[src/rtl/sr_pkg.sv]
// Shared definitions for the SR latch pulse driver.
//   sr_state_t : FSM state encoding (idle, set pulse, reset pulse, gap)
//   CNT_W      : width of the pulse/gap cycle counter
//   cnt_load() : counter preload for an N-cycle interval (N-1, or 0 when N is 0)
package sr_pkg;

  localparam int unsigned CNT_W = 8;

  typedef logic [CNT_W-1:0] cnt_t;

  typedef enum logic [1:0] {
    ST_IDLE,
    ST_PULSE_S,
    ST_PULSE_R,
    ST_GAP
  } sr_state_t;

  // The counter runs down to 0, so an N-cycle interval preloads N-1.
  function automatic cnt_t cnt_load(input int unsigned n);
    return (n == 0) ? '0 : cnt_t'(n - 1);
  endfunction

endpackage

[src/rtl/sr_pulse_driver.sv]
// Drives an external SR latch with fixed-width active-low pulses.
// One command (set or reset) is accepted at a time. Each command produces a
// PULSE_W-cycle low pulse on S_n or R_n, then GAP_W idle cycles with both
// outputs high. With SKIP_REDUNDANT a command that matches the tracked
// latch state completes immediately without a pulse.
//
// Ports:
//   clk       : clock, rising edge
//   rst_n     : asynchronous active-low reset
//   cmd_valid : command request
//   cmd_set   : 1 = set latch (Q to 1), 0 = reset latch (Q to 0)
//   cmd_ready : command can be accepted this cycle (IDLE and out of reset)
//   S_n       : registered active-low set drive
//   R_n       : registered active-low reset drive
//   q_track   : latch state implied by the last completed command
//   done      : one-cycle strobe when a command completes
module sr_pulse_driver
  import sr_pkg::*;
#(
  parameter int unsigned PULSE_W        = 4,
  parameter int unsigned GAP_W          = 2,
  parameter bit          SKIP_REDUNDANT = 1'b1
) (
  input  logic clk,
  input  logic rst_n,
  input  logic cmd_valid,
  input  logic cmd_set,
  output logic cmd_ready,
  output logic S_n,
  output logic R_n,
  output logic q_track,
  output logic done
);

  localparam cnt_t PULSE_LOAD = cnt_load(PULSE_W);
  localparam cnt_t GAP_LOAD   = cnt_load(GAP_W);

  sr_state_t state, next_state;
  cnt_t      cnt, cnt_next;
  logic      q_next;
  logic      done_next;
  logic      running;
  logic      accept;

  // running holds cmd_ready low while in reset and until the first clock edge
  // after rst_n rises.
  assign cmd_ready = running && (state == ST_IDLE);
  assign accept    = cmd_valid && cmd_ready;

  always_comb begin
    next_state = state;
    cnt_next   = cnt;
    q_next     = q_track;
    done_next  = 1'b0;
    unique case (state)
      ST_IDLE: begin
        if (accept) begin
          if (SKIP_REDUNDANT && (cmd_set == q_track)) begin
            done_next = 1'b1;
          end else begin
            next_state = cmd_set ? ST_PULSE_S : ST_PULSE_R;
            cnt_next   = PULSE_LOAD;
          end
        end
      end
      ST_PULSE_S, ST_PULSE_R: begin
        if (cnt == '0) begin
          // Last pulse cycle: the latch now holds the commanded value.
          q_next    = (state == ST_PULSE_S);
          done_next = 1'b1;
          if (GAP_W == 0) begin
            next_state = ST_IDLE;
            cnt_next   = '0;
          end else begin
            next_state = ST_GAP;
            cnt_next   = GAP_LOAD;
          end
        end else begin
          cnt_next = cnt - cnt_t'(1);
        end
      end
      ST_GAP: begin
        if (cnt == '0) begin
          next_state = ST_IDLE;
        end else begin
          cnt_next = cnt - cnt_t'(1);
        end
      end
      default: begin
        next_state = ST_IDLE;
        cnt_next   = '0;
      end
    endcase
  end

  // Drives are registered from next_state so they change in the same cycle
  // as the state, glitch-free, and can never both be low.
  always_ff @(posedge clk or negedge rst_n) begin
    if (!rst_n) begin
      state   <= ST_IDLE;
      cnt     <= '0;
      S_n     <= 1'b1;
      R_n     <= 1'b1;
      q_track <= 1'b0;
      done    <= 1'b0;
      running <= 1'b0;
    end else begin
      state   <= next_state;
      cnt     <= cnt_next;
      S_n     <= (next_state != ST_PULSE_S);
      R_n     <= (next_state != ST_PULSE_R);
      q_track <= q_next;
      done    <= done_next;
      running <= 1'b1;
    end
  end

endmodule

[config.mk]
export PLATFORM = sky130hd
export DESIGN_NAME = sr_pulse_driver
export DESIGN_NICKNAME = d
export VERILOG_FILES = /design/src/rtl/sr_pkg.sv /design/src/rtl/sr_pulse_driver.sv
export SDC_FILE = /design/constraint.sdc
export NUM_CORES = 1
export LEC_CHECK = 0
export BUFFER_PORTS_ARGS = -buffer_cell sky130_fd_sc_hd__buf_2
export CAP_MARGIN = 20
export CORE_MARGIN = 2
export CORE_UTILIZATION = 40
export CTS_CLUSTER_SIZE = 14
export DETAILED_ROUTE_END_ITERATION = 6
export PLACE_DENSITY = 0.55
export SYNTH_ARGS = -nofsm -noshare
export SYNTH_HDL_FRONTEND = slang
export SYNTH_SLANG_ARGS = --single-unit
[constraint.sdc]
create_clock -name clk -period 2.62 [get_ports clk]
set_clock_uncertainty 0.15 [all_clocks]
set_input_delay 0.786 -clock clk [delete_from_list [all_inputs] [get_ports clk]]
set_output_delay 0.786 -clock clk [all_outputs]
set_load 0.005 [all_outputs]
==> impl_metrics.xml, run 1 <==
<?xml version="1.0" encoding="UTF-8"?>
<metrics>
  <group name="status">
    <metric name="status" unit="">finished, final reports clean</metric>
  </group>
  <group name="setup_path">
    <metric name="critical_path.endpoint_type" unit="">output port</metric>
    <metric name="startpoint_type" unit="">register</metric>
    <metric name="cp.required" unit="ns">1.68</metric>
    <metric name="highest_net_fanout_along_the_worst_path" unit="">7</metric>
    <metric name="critPathKind" unit="">reg -&gt; out</metric>
    <metric name="crit_path_arrival_time" unit="ns">1.48</metric>
  </group>
  <group name="timing">
    <metric name="slew_at_the_pin_closest_to_its_max_slew_limit" unit="ns">0.5266</metric>
    <metric name="slew_headroom" unit="%">64.62</metric>
    <metric name="finalCritPeriodShare" unit="%">92.25</metric>
    <metric name="period_needed" unit="ns">2.417</metric>
    <metric name="final-max-slew-violation-count" unit="">0</metric>
    <metric name="total_negative_setup_slacks" unit="ns">0</metric>
    <metric name="max_freq" unit="MHz">413.7</metric>
    <metric name="worst_hold_slack" unit="ns">0.2430</metric>
    <metric name="final-setup-viol-count" unit="">0</metric>
    <metric name="setup_repair_after_global_routing_missed_its_margin" unit="">no</metric>
    <metric name="finalHoldViolCount" unit="">0</metric>
  </group>
  <group name="cells_and_area">
    <metric name="layout-drive-gt1-share" unit="%">20.51</metric>
    <metric name="design.final.nets" unit="">127</metric>
    <metric name="finish.instance_area" unit="mm2">0.001096</metric>
    <metric name="multi_input_area" unit="um2">571.8</metric>
    <metric name="synthToLayoutAreaGrowth" unit="%">11.73</metric>
    <metric name="nFillCells" unit="">213</metric>
    <metric name="antennaDiodeCount" unit="">0</metric>
    <metric name="layout.area.seq" unit="um2">377.9</metric>
    <metric name="final_core_utilization" unit="%">48.16</metric>
  </group>
  <group name="floorplanning">
    <metric name="start_util" unit="%">43.10</metric>
    <metric name="core.rowCount" unit="">17</metric>
    <metric name="area_of_the_placeable_core" unit="mm2">0.002276</metric>
    <metric name="floorplan.die_area" unit="mm2">0.002864</metric>
    <metric name="floorplan.die.height" unit="um">53.52</metric>
    <metric name="die_x" unit="um">53.52</metric>
    <metric name="floorplan.io_pins" unit="">9</metric>
  </group>
  <group name="synth">
    <metric name="ys_types" unit="">38</metric>
    <metric name="synth.cell_area" unit="um2">980.9</metric>
    <metric name="synth-seq-area-share" unit="%">38.52</metric>
    <metric name="synth_top_flop_cell" unit="">sky130_fd_sc_hd__dfrtp_1</metric>
    <metric name="synth_area_leaders" unit="">sky130_fd_sc_hd__dfrtp_1 33%, sky130_fd_sc_hd__ha_1 6.4%, sky130_fd_sc_hd__dfstp_2 5.4%, sky130_fd_sc_hd__a21oi_1 4.1%, sky130_fd_sc_hd__a22oi_1 3.8%</metric>
    <metric name="synth_fp_nets" unit="">113</metric>
    <metric name="synth_top_area_cell" unit="">sky130_fd_sc_hd__dfrtp_1</metric>
    <metric name="postSynthRegisterBits" unit="">15</metric>
    <metric name="synth-edff-count" unit="">0</metric>
    <metric name="postSynth.asyncResetShare" unit="%">100.0</metric>
    <metric name="yosysWarnings" unit="">0</metric>
    <metric name="synthesis.area_per_instance" unit="um2">9.432</metric>
    <metric name="syn_inst_count" unit="">104</metric>
    <metric name="netlist.area_leader.share" unit="%">33.16</metric>
  </group>
  <group name="clock_network">
    <metric name="cts-htree-levels" unit="">1</metric>
    <metric name="cts-root-buf" unit="">sky130_fd_sc_hd__clkbuf_4</metric>
    <metric name="tritoncts" unit="">done</metric>
    <metric name="cts-buffers-inserted" unit="">3</metric>
    <metric name="post_cts_resize_count" unit="">0</metric>
    <metric name="cts.clk_slew.worst_paths" unit="ns">0.09</metric>
    <metric name="clock_latency" unit="ns">0.28</metric>
    <metric name="max-clock-path-buffers" unit="">2</metric>
    <metric name="postCtsSetupRepairBufs" unit="">0</metric>
    <metric name="clock_tree_sinks" unit="">15</metric>
    <metric name="cts_hold_buffers" unit="">0</metric>
  </group>
  <group name="place">
    <metric name="dp_hpwl" unit="um">1675</metric>
    <metric name="io_buffer_count" unit="">8</metric>
    <metric name="final_estimated_routing_congestion_in_global_placement" unit="">0.7992</metric>
    <metric name="placement.cell_area" unit="mm2">0.001070</metric>
  </group>
  <group name="flow_run">
    <metric name="cap_viol_max_count" unit="">0</metric>
  </group>
  <group name="global_route">
    <metric name="grt_pass1_wl" unit="um">3726</metric>
    <metric name="grt_start_max_net_pins" unit="">16</metric>
    <metric name="first_global_vias" unit="">803</metric>
    <metric name="globalRouteTotalUtil" unit="%">18.46</metric>
    <metric name="grt_overflow" unit="">0</metric>
    <metric name="grt_antenna_before_repair" unit="">0</metric>
  </group>
  <group name="power_and_ir_drop">
    <metric name="p_leak" unit="nW">0.4645</metric>
    <metric name="swShare" unit="%">21.97</metric>
    <metric name="power.density_cell_area" unit="mW/mm2">343.6</metric>
    <metric name="power.sequential.fraction" unit="%">61.9</metric>
    <metric name="vdd.ir_drop.worst" unit="mV">0.1767</metric>
    <metric name="power.net_switching" unit="mW">0.08274</metric>
    <metric name="pwr-share-comb" unit="%">2.7</metric>
    <metric name="clock_group_share_of_total_power" unit="%">35.4</metric>
    <metric name="report.power.total" unit="mW">0.3766</metric>
    <metric name="internal_power" unit="mW">0.2939</metric>
  </group>
  <group name="hold_path">
    <metric name="holdCritPathClass" unit="">in -&gt; async</metric>
  </group>
  <group name="routing">
    <metric name="drc_errors" unit="">0</metric>
    <metric name="postRouteAntennaNets" unit="">0</metric>
    <metric name="via_count" unit="">842</metric>
    <metric name="post_drt_wl_per_cell" unit="um">15.12</metric>
    <metric name="post_drt_via_cell_ratio" unit="">5.807</metric>
    <metric name="firstDrtPassIters" unit="">4</metric>
    <metric name="wl" unit="um">2193</metric>
    <metric name="dr.first_iter.drc_count" unit="">10</metric>
  </group>
</metrics>
## layout by cell type (no fill, tap or decap), drive strengths merged, types with 5 or more instances in the layout
master,count
nand2,7
nor2,7
inv,6
o31ai,5
a21oi,8
ha,5
a22oi,5
and2,5
dfrtp,13
buf,11
## path summary, 6_finish.rpt
check / start / to / slack (ns) / cells past startpoint
min reg2reg: cnt[1]$_DFFE_PN0P_ / cnt[1]$_DFFE_PN0P_ / 0.43 / 1
min: rst_n / cnt[7]$_DFFE_PN0P_ / 0.24 / 1
max in group asynchronous: rst_n / S_n$_DFF_PN1_ / 1.78 / 1
max: state[0]$_DFF_PN0_ / cmd_ready / 0.20 / 4
max reg2reg: cnt[0]$_DFFE_PN0P_ / cnt[7]$_DFFE_PN0P_ / 0.43 / 7
min in group clk: cnt[1]$_DFFE_PN0P_ / cnt[1]$_DFFE_PN0P_ / 0.43 / 1
## cells by family (layout without fill, tap and decap cells)
group	Yosys count	after routing	share of synthesized area [%]
and+or+nand+nor	38	38	23.72
AOI/OAI and AO/OA	34	34	24.62
DFF	15	15	38.52
buffers and inverters	8	21	3.188
adders and majority gates	5	5	6.378
muxes	2	2	2.296
other	1	1	0.3823
xor gates and xnor gates	1	1	0.8930
## stage by stage
step,instances,setup WS [ns]
6_report,145,0.2029
2_1_floorplan,104,0.5784
3_5_place_dp,141,0.3667
5_1_grt,145,0.06465
4_1_cts,145,0.1931
3_3_place_gp,141,0.4239
## state kept, by name, summed over array words and instances (netlist names)
name     count
done         1
cnt          8
R_n          1
state        2
S_n          1
q_track      1
running      1
## cells in the mapped netlist (2+ instances only)
cell / number
sky130_fd_sc_hd__dfrtp_1: 13
sky130_fd_sc_hd__nor4_1: 2
sky130_fd_sc_hd__o21ai_0: 3
sky130_fd_sc_hd__nor4b_1: 2
sky130_fd_sc_hd__dfstp_2: 2
sky130_fd_sc_hd__a22oi_1: 5
sky130_fd_sc_hd__and2_1: 5
sky130_fd_sc_hd__nand2b_1: 2
sky130_fd_sc_hd__nor2_1: 7
sky130_fd_sc_hd__or3_1: 2
sky130_fd_sc_hd__o22ai_1: 2
sky130_fd_sc_hd__nand4b_1: 2
sky130_fd_sc_hd__inv_1: 6
sky130_fd_sc_hd__nand4_1: 2
sky130_fd_sc_hd__ha_1: 5
sky130_fd_sc_hd__a31oi_1: 2
sky130_fd_sc_hd__or4_1: 3
sky130_fd_sc_hd__a21oi_1: 8
sky130_fd_sc_hd__o31ai_1: 5
sky130_fd_sc_hd__nand2_1: 7
sky130_fd_sc_hd__mux2_2: 2
## layer usage
metal  up-vias  part of all wire (%)  track usage (%)
met5         -                     0                0
met4         0                   1.1            7.692
met3         4                   2.7            3.390
met2        10                    50            32.30
met1       405                    46            21.95
li1        423                     -                -
## power groups by stage
stage               logic (mW)  registers (mW)  clock network (mW)
floorplan              0.00243           0.237                   0
global placement        0.0102           0.238                   0
detailed placement      0.0105           0.238                   0
CTS                     0.0105           0.233               0.140
global route            0.0121           0.233               0.152
finish                  0.0100           0.233               0.133
## layout make-up
type                       instances  area share (%)
clock buffer                       4           2.397
sequential                        15           34.47
timing repair buffer              11           5.708
multi-input combinational         81           52.17
inverter                           6           2.055
tap                               28           3.196
## critical path, stage by stage, from the launching register on
cell	delay, ns
sky130_fd_sc_hd__dfrtp_1	0.46
sky130_fd_sc_hd__inv_1	0.17
sky130_fd_sc_hd__ha_1	0.31
sky130_fd_sc_hd__and2_1	0.16
sky130_fd_sc_hd__buf_2	0.10
Power figures use the tool's default switching activity.
==> inputs of run 2 (changes only) <==
- BUFFER_PORTS_ARGS: -buffer_cell sky130_fd_sc_hd__buf_2 -> -buffer_cell sky130_fd_sc_hd__buf_4
==> impl_metrics.xml, run 2 (synthesis results as in run 1) <==
<?xml version="1.0" encoding="UTF-8"?>
<metrics>
  <group name="timing">
    <metric name="setup_repair_after_global_routing_missed_its_margin" unit="">no</metric>
    <metric name="finalHoldViolCount" unit="">0</metric>
    <metric name="slew_headroom" unit="%">65.23</metric>
    <metric name="max_freq" unit="MHz">410.4</metric>
    <metric name="slew_at_the_pin_closest_to_its_max_slew_limit" unit="ns">0.5143</metric>
    <metric name="finalCritPeriodShare" unit="%">92.99</metric>
    <metric name="total_negative_setup_slacks" unit="ns">0</metric>
    <metric name="period_needed" unit="ns">2.436</metric>
    <metric name="final-max-slew-violation-count" unit="">0</metric>
    <metric name="finalWorstSetupSlack" unit="ns">0.1836</metric>
    <metric name="worst_hold_slack" unit="ns">0.1892</metric>
    <metric name="final-setup-viol-count" unit="">0</metric>
  </group>
  <group name="cells_and_area">
    <metric name="largest_registers" unit="">cnt (8), state (2)</metric>
    <metric name="commonest_non_fill_non_tap_cell_in_the_layout" unit="">sky130_fd_sc_hd__dfrtp_1</metric>
    <metric name="antennaDiodeCount" unit="">0</metric>
    <metric name="regMostFlops" unit="">cnt</metric>
    <metric name="layout-drive-gt1-share" unit="%">19.83</metric>
    <metric name="most-common-layout-cells" unit="">13 x sky130_fd_sc_hd__dfrtp_1, 10 x sky130_fd_sc_hd__buf_4, 8 x sky130_fd_sc_hd__a21oi_1</metric>
    <metric name="synthToLayoutAreaGrowth" unit="%">13.01</metric>
    <metric name="design.final.nets" unit="">126</metric>
    <metric name="finish.instance_area" unit="mm2">0.001109</metric>
    <metric name="largest_register_ffs" unit="">8</metric>
  </group>
  <group name="floorplanning">
    <metric name="start_util" unit="%">43.10</metric>
    <metric name="core.rowCount" unit="">17</metric>
    <metric name="floorplan.io_pins" unit="">9</metric>
    <metric name="floorplan.die_area" unit="mm2">0.002864</metric>
    <metric name="area_of_the_placeable_core" unit="mm2">0.002276</metric>
    <metric name="floorplan.die.height" unit="um">53.52</metric>
    <metric name="die_x" unit="um">53.52</metric>
  </group>
  <group name="routing">
    <metric name="dr.first_iter.drc_count" unit="">14</metric>
    <metric name="post_drt_via_cell_ratio" unit="">5.813</metric>
    <metric name="post_drt_wl_per_cell" unit="um">14.54</metric>
    <metric name="firstDrtPassIters" unit="">4</metric>
    <metric name="drc_errors" unit="">0</metric>
    <metric name="via_count" unit="">837</metric>
    <metric name="wl" unit="um">2094</metric>
    <metric name="postRouteAntennaNets" unit="">0</metric>
  </group>
  <group name="power_and_ir_drop">
    <metric name="report.power.total" unit="mW">0.3770</metric>
    <metric name="p_leak" unit="nW">0.4650</metric>
    <metric name="power.density_cell_area" unit="mW/mm2">340.1</metric>
    <metric name="vdd.ir_drop.worst" unit="mV">0.2245</metric>
  </group>
  <group name="clock_network">
    <metric name="cts.clk_slew.worst_paths" unit="ns">0.09</metric>
    <metric name="cts-htree-levels" unit="">1</metric>
    <metric name="cts_hold_buffers" unit="">0</metric>
    <metric name="post_cts_resize_count" unit="">0</metric>
    <metric name="max-clock-path-buffers" unit="">2</metric>
    <metric name="tritoncts" unit="">done</metric>
    <metric name="postCtsSetupRepairBufs" unit="">0</metric>
    <metric name="clock_latency" unit="ns">0.28</metric>
    <metric name="cts-root-buf" unit="">sky130_fd_sc_hd__clkbuf_4</metric>
    <metric name="clock_tree_sinks" unit="">15</metric>
    <metric name="cts-buffers-inserted" unit="">3</metric>
  </group>
  <group name="setup_path">
    <metric name="cpPeakStageDelay" unit="ns">0.47</metric>
    <metric name="critPathBufInv" unit="">2</metric>
    <metric name="critical_path.endpoint_type" unit="">output port</metric>
    <metric name="critical_path.cell_chain" unit="">inv_1 -&gt; ha_1 -&gt; and2_1 -&gt; buf_4</metric>
    <metric name="crit_path_arrival_time" unit="ns">1.50</metric>
    <metric name="critPathKind" unit="">reg -&gt; out</metric>
    <metric name="highest_net_fanout_along_the_worst_path" unit="">7</metric>
    <metric name="cp_slowest_cell" unit="">sky130_fd_sc_hd__dfrtp_1</metric>
    <metric name="startpoint_type" unit="">register</metric>
    <metric name="cp.required" unit="ns">1.68</metric>
    <metric name="cp_top_delay_family" unit="">flip-flops</metric>
  </group>
  <group name="place">
    <metric name="final_estimated_routing_congestion_in_global_placement" unit="">0.7788</metric>
    <metric name="io_buffer_count" unit="">8</metric>
    <metric name="placement.setup.worst_slack" unit="ns">0.3540</metric>
    <metric name="dp_hpwl" unit="um">1560</metric>
    <metric name="placement.cell_area" unit="mm2">0.001082</metric>
  </group>
  <group name="global_route">
    <metric name="globalRouteTotalUtil" unit="%">17.99</metric>
    <metric name="grt_overflow" unit="">0</metric>
    <metric name="first_global_vias" unit="">774</metric>
    <metric name="grt_start_max_net_pins" unit="">16</metric>
    <metric name="grt_antenna_before_repair" unit="">0</metric>
    <metric name="grt_pass1_wl" unit="um">3601</metric>
  </group>
  <group name="flow_run">
    <metric name="cap_viol_max_count" unit="">0</metric>
  </group>
  <group name="status">
    <metric name="status" unit="">finished, final reports clean</metric>
  </group>
  <group name="hold_path">
    <metric name="holdCritPathClass" unit="">in -&gt; async</metric>
  </group>
</metrics>
-- run 2: worst paths after layout --
check / start / endpoint / depth (start not counted) / slack [ns]
worst max-delay path: state[0]$_DFF_PN0_ / cmd_ready / 4 / 0.18
worst min-delay path: rst_n / cnt[5]$_DFFE_PN0P_ / 1 / 0.19
worst max register to register: cnt[0]$_DFFE_PN0P_ / cnt[4]$_DFFE_PN0P_ / 7 / 0.43
worst min register to register: cnt[1]$_DFFE_PN0P_ / cnt[1]$_DFFE_PN0P_ / 1 / 0.43
max in group asynchronous: rst_n / S_n$_DFF_PN1_ / 1 / 1.88
min in group clk: cnt[1]$_DFFE_PN0P_ / cnt[1]$_DFFE_PN0P_ / 1 / 0.43
-- run 2: power by group --
part	internal, mW	switching (mW)
Sequential	0.232	0.000927
Combinational	0.00386	0.00759
Clock	0.0591	0.0733
-- run 2: layout make-up --
class / count / area, um2
timing repair buffer: 10 / 75.07
fill: 215 / 1167
multi-input combinational: 81 / 571.8
clock buffer: 4 / 26.28
sequential: 15 / 377.9
inverter: 6 / 22.52
tap: 28 / 35.03
-- run 2: per-stage QoR --
stage          util (%)  std cells
6_report          48.71        144
5_1_grt           48.71        144
4_1_cts           48.71        144
3_5_place_dp      47.55        140
3_3_place_gp      47.55        140
2_1_floorplan         -        104
-- run 2: metal layers --
layer	routed length (um)	GRT usage [%]	vias to the layer above
met5	0	0	-
met4	29	10.26	0
met3	50	3.390	4
met2	979	27.98	13
met1	1034	23.21	399
li1	-	-	421
==> inputs of run 3 (changes only) <==
- CORE_UTILIZATION: 40 -> 57
- PLACE_DENSITY: 0.55 -> 0.75
==> impl_metrics.xml, run 3 (synthesis results as in run 1) <==
<?xml version="1.0" encoding="UTF-8"?>
<metrics>
  <group name="routing">
    <metric name="post_drt_wl_per_cell" unit="um">15.57</metric>
    <metric name="firstDrtPassIters" unit="">4</metric>
    <metric name="drc_errors" unit="">0</metric>
    <metric name="dr.first_iter.drc_count" unit="">23</metric>
    <metric name="via_count" unit="">845</metric>
    <metric name="postRouteAntennaNets" unit="">0</metric>
    <metric name="wl" unit="um">2024</metric>
    <metric name="post_drt_via_cell_ratio" unit="">6.500</metric>
  </group>
  <group name="timing">
    <metric name="period_needed" unit="ns">2.468</metric>
    <metric name="finalHoldViolCount" unit="">0</metric>
    <metric name="setup_repair_after_global_routing_missed_its_margin" unit="">no</metric>
    <metric name="worst_hold_slack" unit="ns">0.1829</metric>
    <metric name="max_freq" unit="MHz">405.3</metric>
    <metric name="total_negative_setup_slacks" unit="ns">0</metric>
    <metric name="slew_headroom" unit="%">66.08</metric>
    <metric name="final-setup-viol-count" unit="">0</metric>
    <metric name="slew_at_the_pin_closest_to_its_max_slew_limit" unit="ns">0.5049</metric>
    <metric name="finalWorstSetupSlack" unit="ns">0.1524</metric>
    <metric name="final-max-slew-violation-count" unit="">0</metric>
    <metric name="finalCritPeriodShare" unit="%">94.18</metric>
  </group>
  <group name="power_and_ir_drop">
    <metric name="p_leak" unit="nW">0.4581</metric>
    <metric name="vdd.ir_drop.worst" unit="mV">0.2877</metric>
    <metric name="power.density_cell_area" unit="mW/mm2">351.3</metric>
  </group>
  <group name="clock_network">
    <metric name="cts-buffers-inserted" unit="">3</metric>
    <metric name="max-clock-path-buffers" unit="">2</metric>
    <metric name="cts-htree-levels" unit="">1</metric>
    <metric name="clock_latency" unit="ns">0.29</metric>
    <metric name="cts.clk_slew.worst_paths" unit="ns">0.09</metric>
    <metric name="post_cts_resize_count" unit="">0</metric>
    <metric name="cts_hold_buffers" unit="">0</metric>
    <metric name="postCtsSetupRepairBufs" unit="">0</metric>
    <metric name="tritoncts" unit="">done</metric>
    <metric name="cts-root-buf" unit="">sky130_fd_sc_hd__clkbuf_4</metric>
    <metric name="clock_tree_sinks" unit="">15</metric>
  </group>
  <group name="cells_and_area">
    <metric name="largest_register_ffs" unit="">8</metric>
    <metric name="layout-drive-gt1-share" unit="%">19.30</metric>
    <metric name="nFillCells" unit="">127</metric>
    <metric name="synthToLayoutAreaGrowth" unit="%">10.08</metric>
    <metric name="regMostFlops" unit="">cnt</metric>
    <metric name="fin_cells" unit="">130</metric>
    <metric name="antennaDiodeCount" unit="">0</metric>
    <metric name="largest_registers" unit="">cnt (8), state (2)</metric>
    <metric name="commonest_non_fill_non_tap_cell_in_the_layout" unit="">sky130_fd_sc_hd__dfrtp_1</metric>
    <metric name="design.final.nets" unit="">124</metric>
    <metric name="most-common-layout-cells" unit="">13 x sky130_fd_sc_hd__dfrtp_1, 8 x sky130_fd_sc_hd__a21oi_1, 8 x sky130_fd_sc_hd__buf_4</metric>
  </group>
  <group name="floorplanning">
    <metric name="floorplan.die.height" unit="um">45.49</metric>
    <metric name="core.rowCount" unit="">14</metric>
    <metric name="die_x" unit="um">45.49</metric>
    <metric name="floorplan.io_pins" unit="">9</metric>
    <metric name="start_util" unit="%">62.92</metric>
    <metric name="area_of_the_placeable_core" unit="mm2">0.001559</metric>
    <metric name="floorplan.die_area" unit="mm2">0.002069</metric>
  </group>
  <group name="place">
    <metric name="place.detailed.instances" unit="">126</metric>
    <metric name="io_buffer_count" unit="">8</metric>
    <metric name="placement.setup.worst_slack" unit="ns">0.3778</metric>
    <metric name="final_estimated_routing_congestion_in_global_placement" unit="">0.8785</metric>
    <metric name="dp_hpwl" unit="um">1463</metric>
  </group>
  <group name="setup_path">
    <metric name="critPathKind" unit="">reg -&gt; out</metric>
    <metric name="startpoint_type" unit="">register</metric>
    <metric name="cp.required" unit="ns">1.68</metric>
    <metric name="crit_path_arrival_time" unit="ns">1.53</metric>
    <metric name="critical_path.endpoint_type" unit="">output port</metric>
    <metric name="highest_net_fanout_along_the_worst_path" unit="">7</metric>
  </group>
  <group name="hold_path">
    <metric name="holdCritPathClass" unit="">in -&gt; async</metric>
  </group>
  <group name="global_route">
    <metric name="grt_overflow" unit="">0</metric>
    <metric name="first_global_vias" unit="">759</metric>
    <metric name="grt_pass1_wl" unit="um">3436</metric>
    <metric name="grt_antenna_before_repair" unit="">0</metric>
    <metric name="grt_start_max_net_pins" unit="">16</metric>
    <metric name="globalRouteTotalUtil" unit="%">23.23</metric>
  </group>
  <group name="flow_run">
    <metric name="cap_viol_max_count" unit="">0</metric>
  </group>
  <group name="status">
    <metric name="status" unit="">finished, final reports clean</metric>
  </group>
</metrics>
## run 3: cell types whose count changed in the layout (fill, tap and decap cells not counted), sizes merged
cell,before,now
buf,10,8
clkbuf,4,3
clkinv,0,1
## run 3: critical path, cell delays in order, from the launching register on
cell and delay (ns):
sky130_fd_sc_hd__dfrtp_1 0.49, sky130_fd_sc_hd__inv_1 0.16, sky130_fd_sc_hd__ha_1 0.31, sky130_fd_sc_hd__and2_1 0.17
sky130_fd_sc_hd__buf_4 0.13
## run 3: report_power, final
group          internal [mW]  total [mW]  switching (mW)  leakage (nW)
logic                0.00385      0.0112         0.00740         0.264
clock network         0.0567       0.135          0.0782        0.0177
registers              0.232       0.233        0.000872         0.176
## run 3: layout make-up
cell class              count  area (um2)  share of cell area (%)
multi-input cells          81       571.8                   52.95
flip-flops and latches     15       377.9                   34.99
repair buffers              8       60.06                   5.562
clock buffers               3       22.52                   2.086
inverters                   6       22.52                   2.086
well taps                  16       20.02                   1.854
clock inverters             1       5.005                  0.4635
## run 3: worst paths after layout
kind / depth (start not counted) / end / start / slack, ns
min in group clk: 1 / cnt[1]$_DFFE_PN0P_ / cnt[1]$_DFFE_PN0P_ / 0.42
worst max register to register: 6 / cnt[4]$_DFFE_PN0P_ / cnt[0]$_DFFE_PN0P_ / 0.39
worst max-delay path: 4 / cmd_ready / state[0]$_DFF_PN0_ / 0.15
worst min register to register: 1 / cnt[1]$_DFFE_PN0P_ / cnt[1]$_DFFE_PN0P_ / 0.42
worst min-delay path: 1 / cnt[3]$_DFFE_PN0P_ / rst_n / 0.18
max in group asynchronous: 1 / S_n$_DFF_PN1_ / rst_n / 1.89
## run 3: layer usage
| layer | track usage [%] | part of all wire (%) |
|---|---|---|
| met3 | 3.571 | 5.6 |
| met4 | 10.59 | 1.6 |
| met1 | 34.24 | 50 |
| met5 | 0 | 0 |
| met2 | 32.96 | 43 |
## run 3: through the flow
| step | total power, mW | utilization [%] | area (um2) |
|---|---|---|---|
| floorplan | 0.2399 | - | 980.9 |
| detailed placement | 0.2492 | 67.50 | 1052 |
| global placement | 0.2488 | 67.50 | 1052 |
| finish | 0.3793 | 69.26 | 1080 |
| CTS | 0.3847 | 69.26 | 1080 |
| global route | 0.3944 | 69.26 | 1080 |
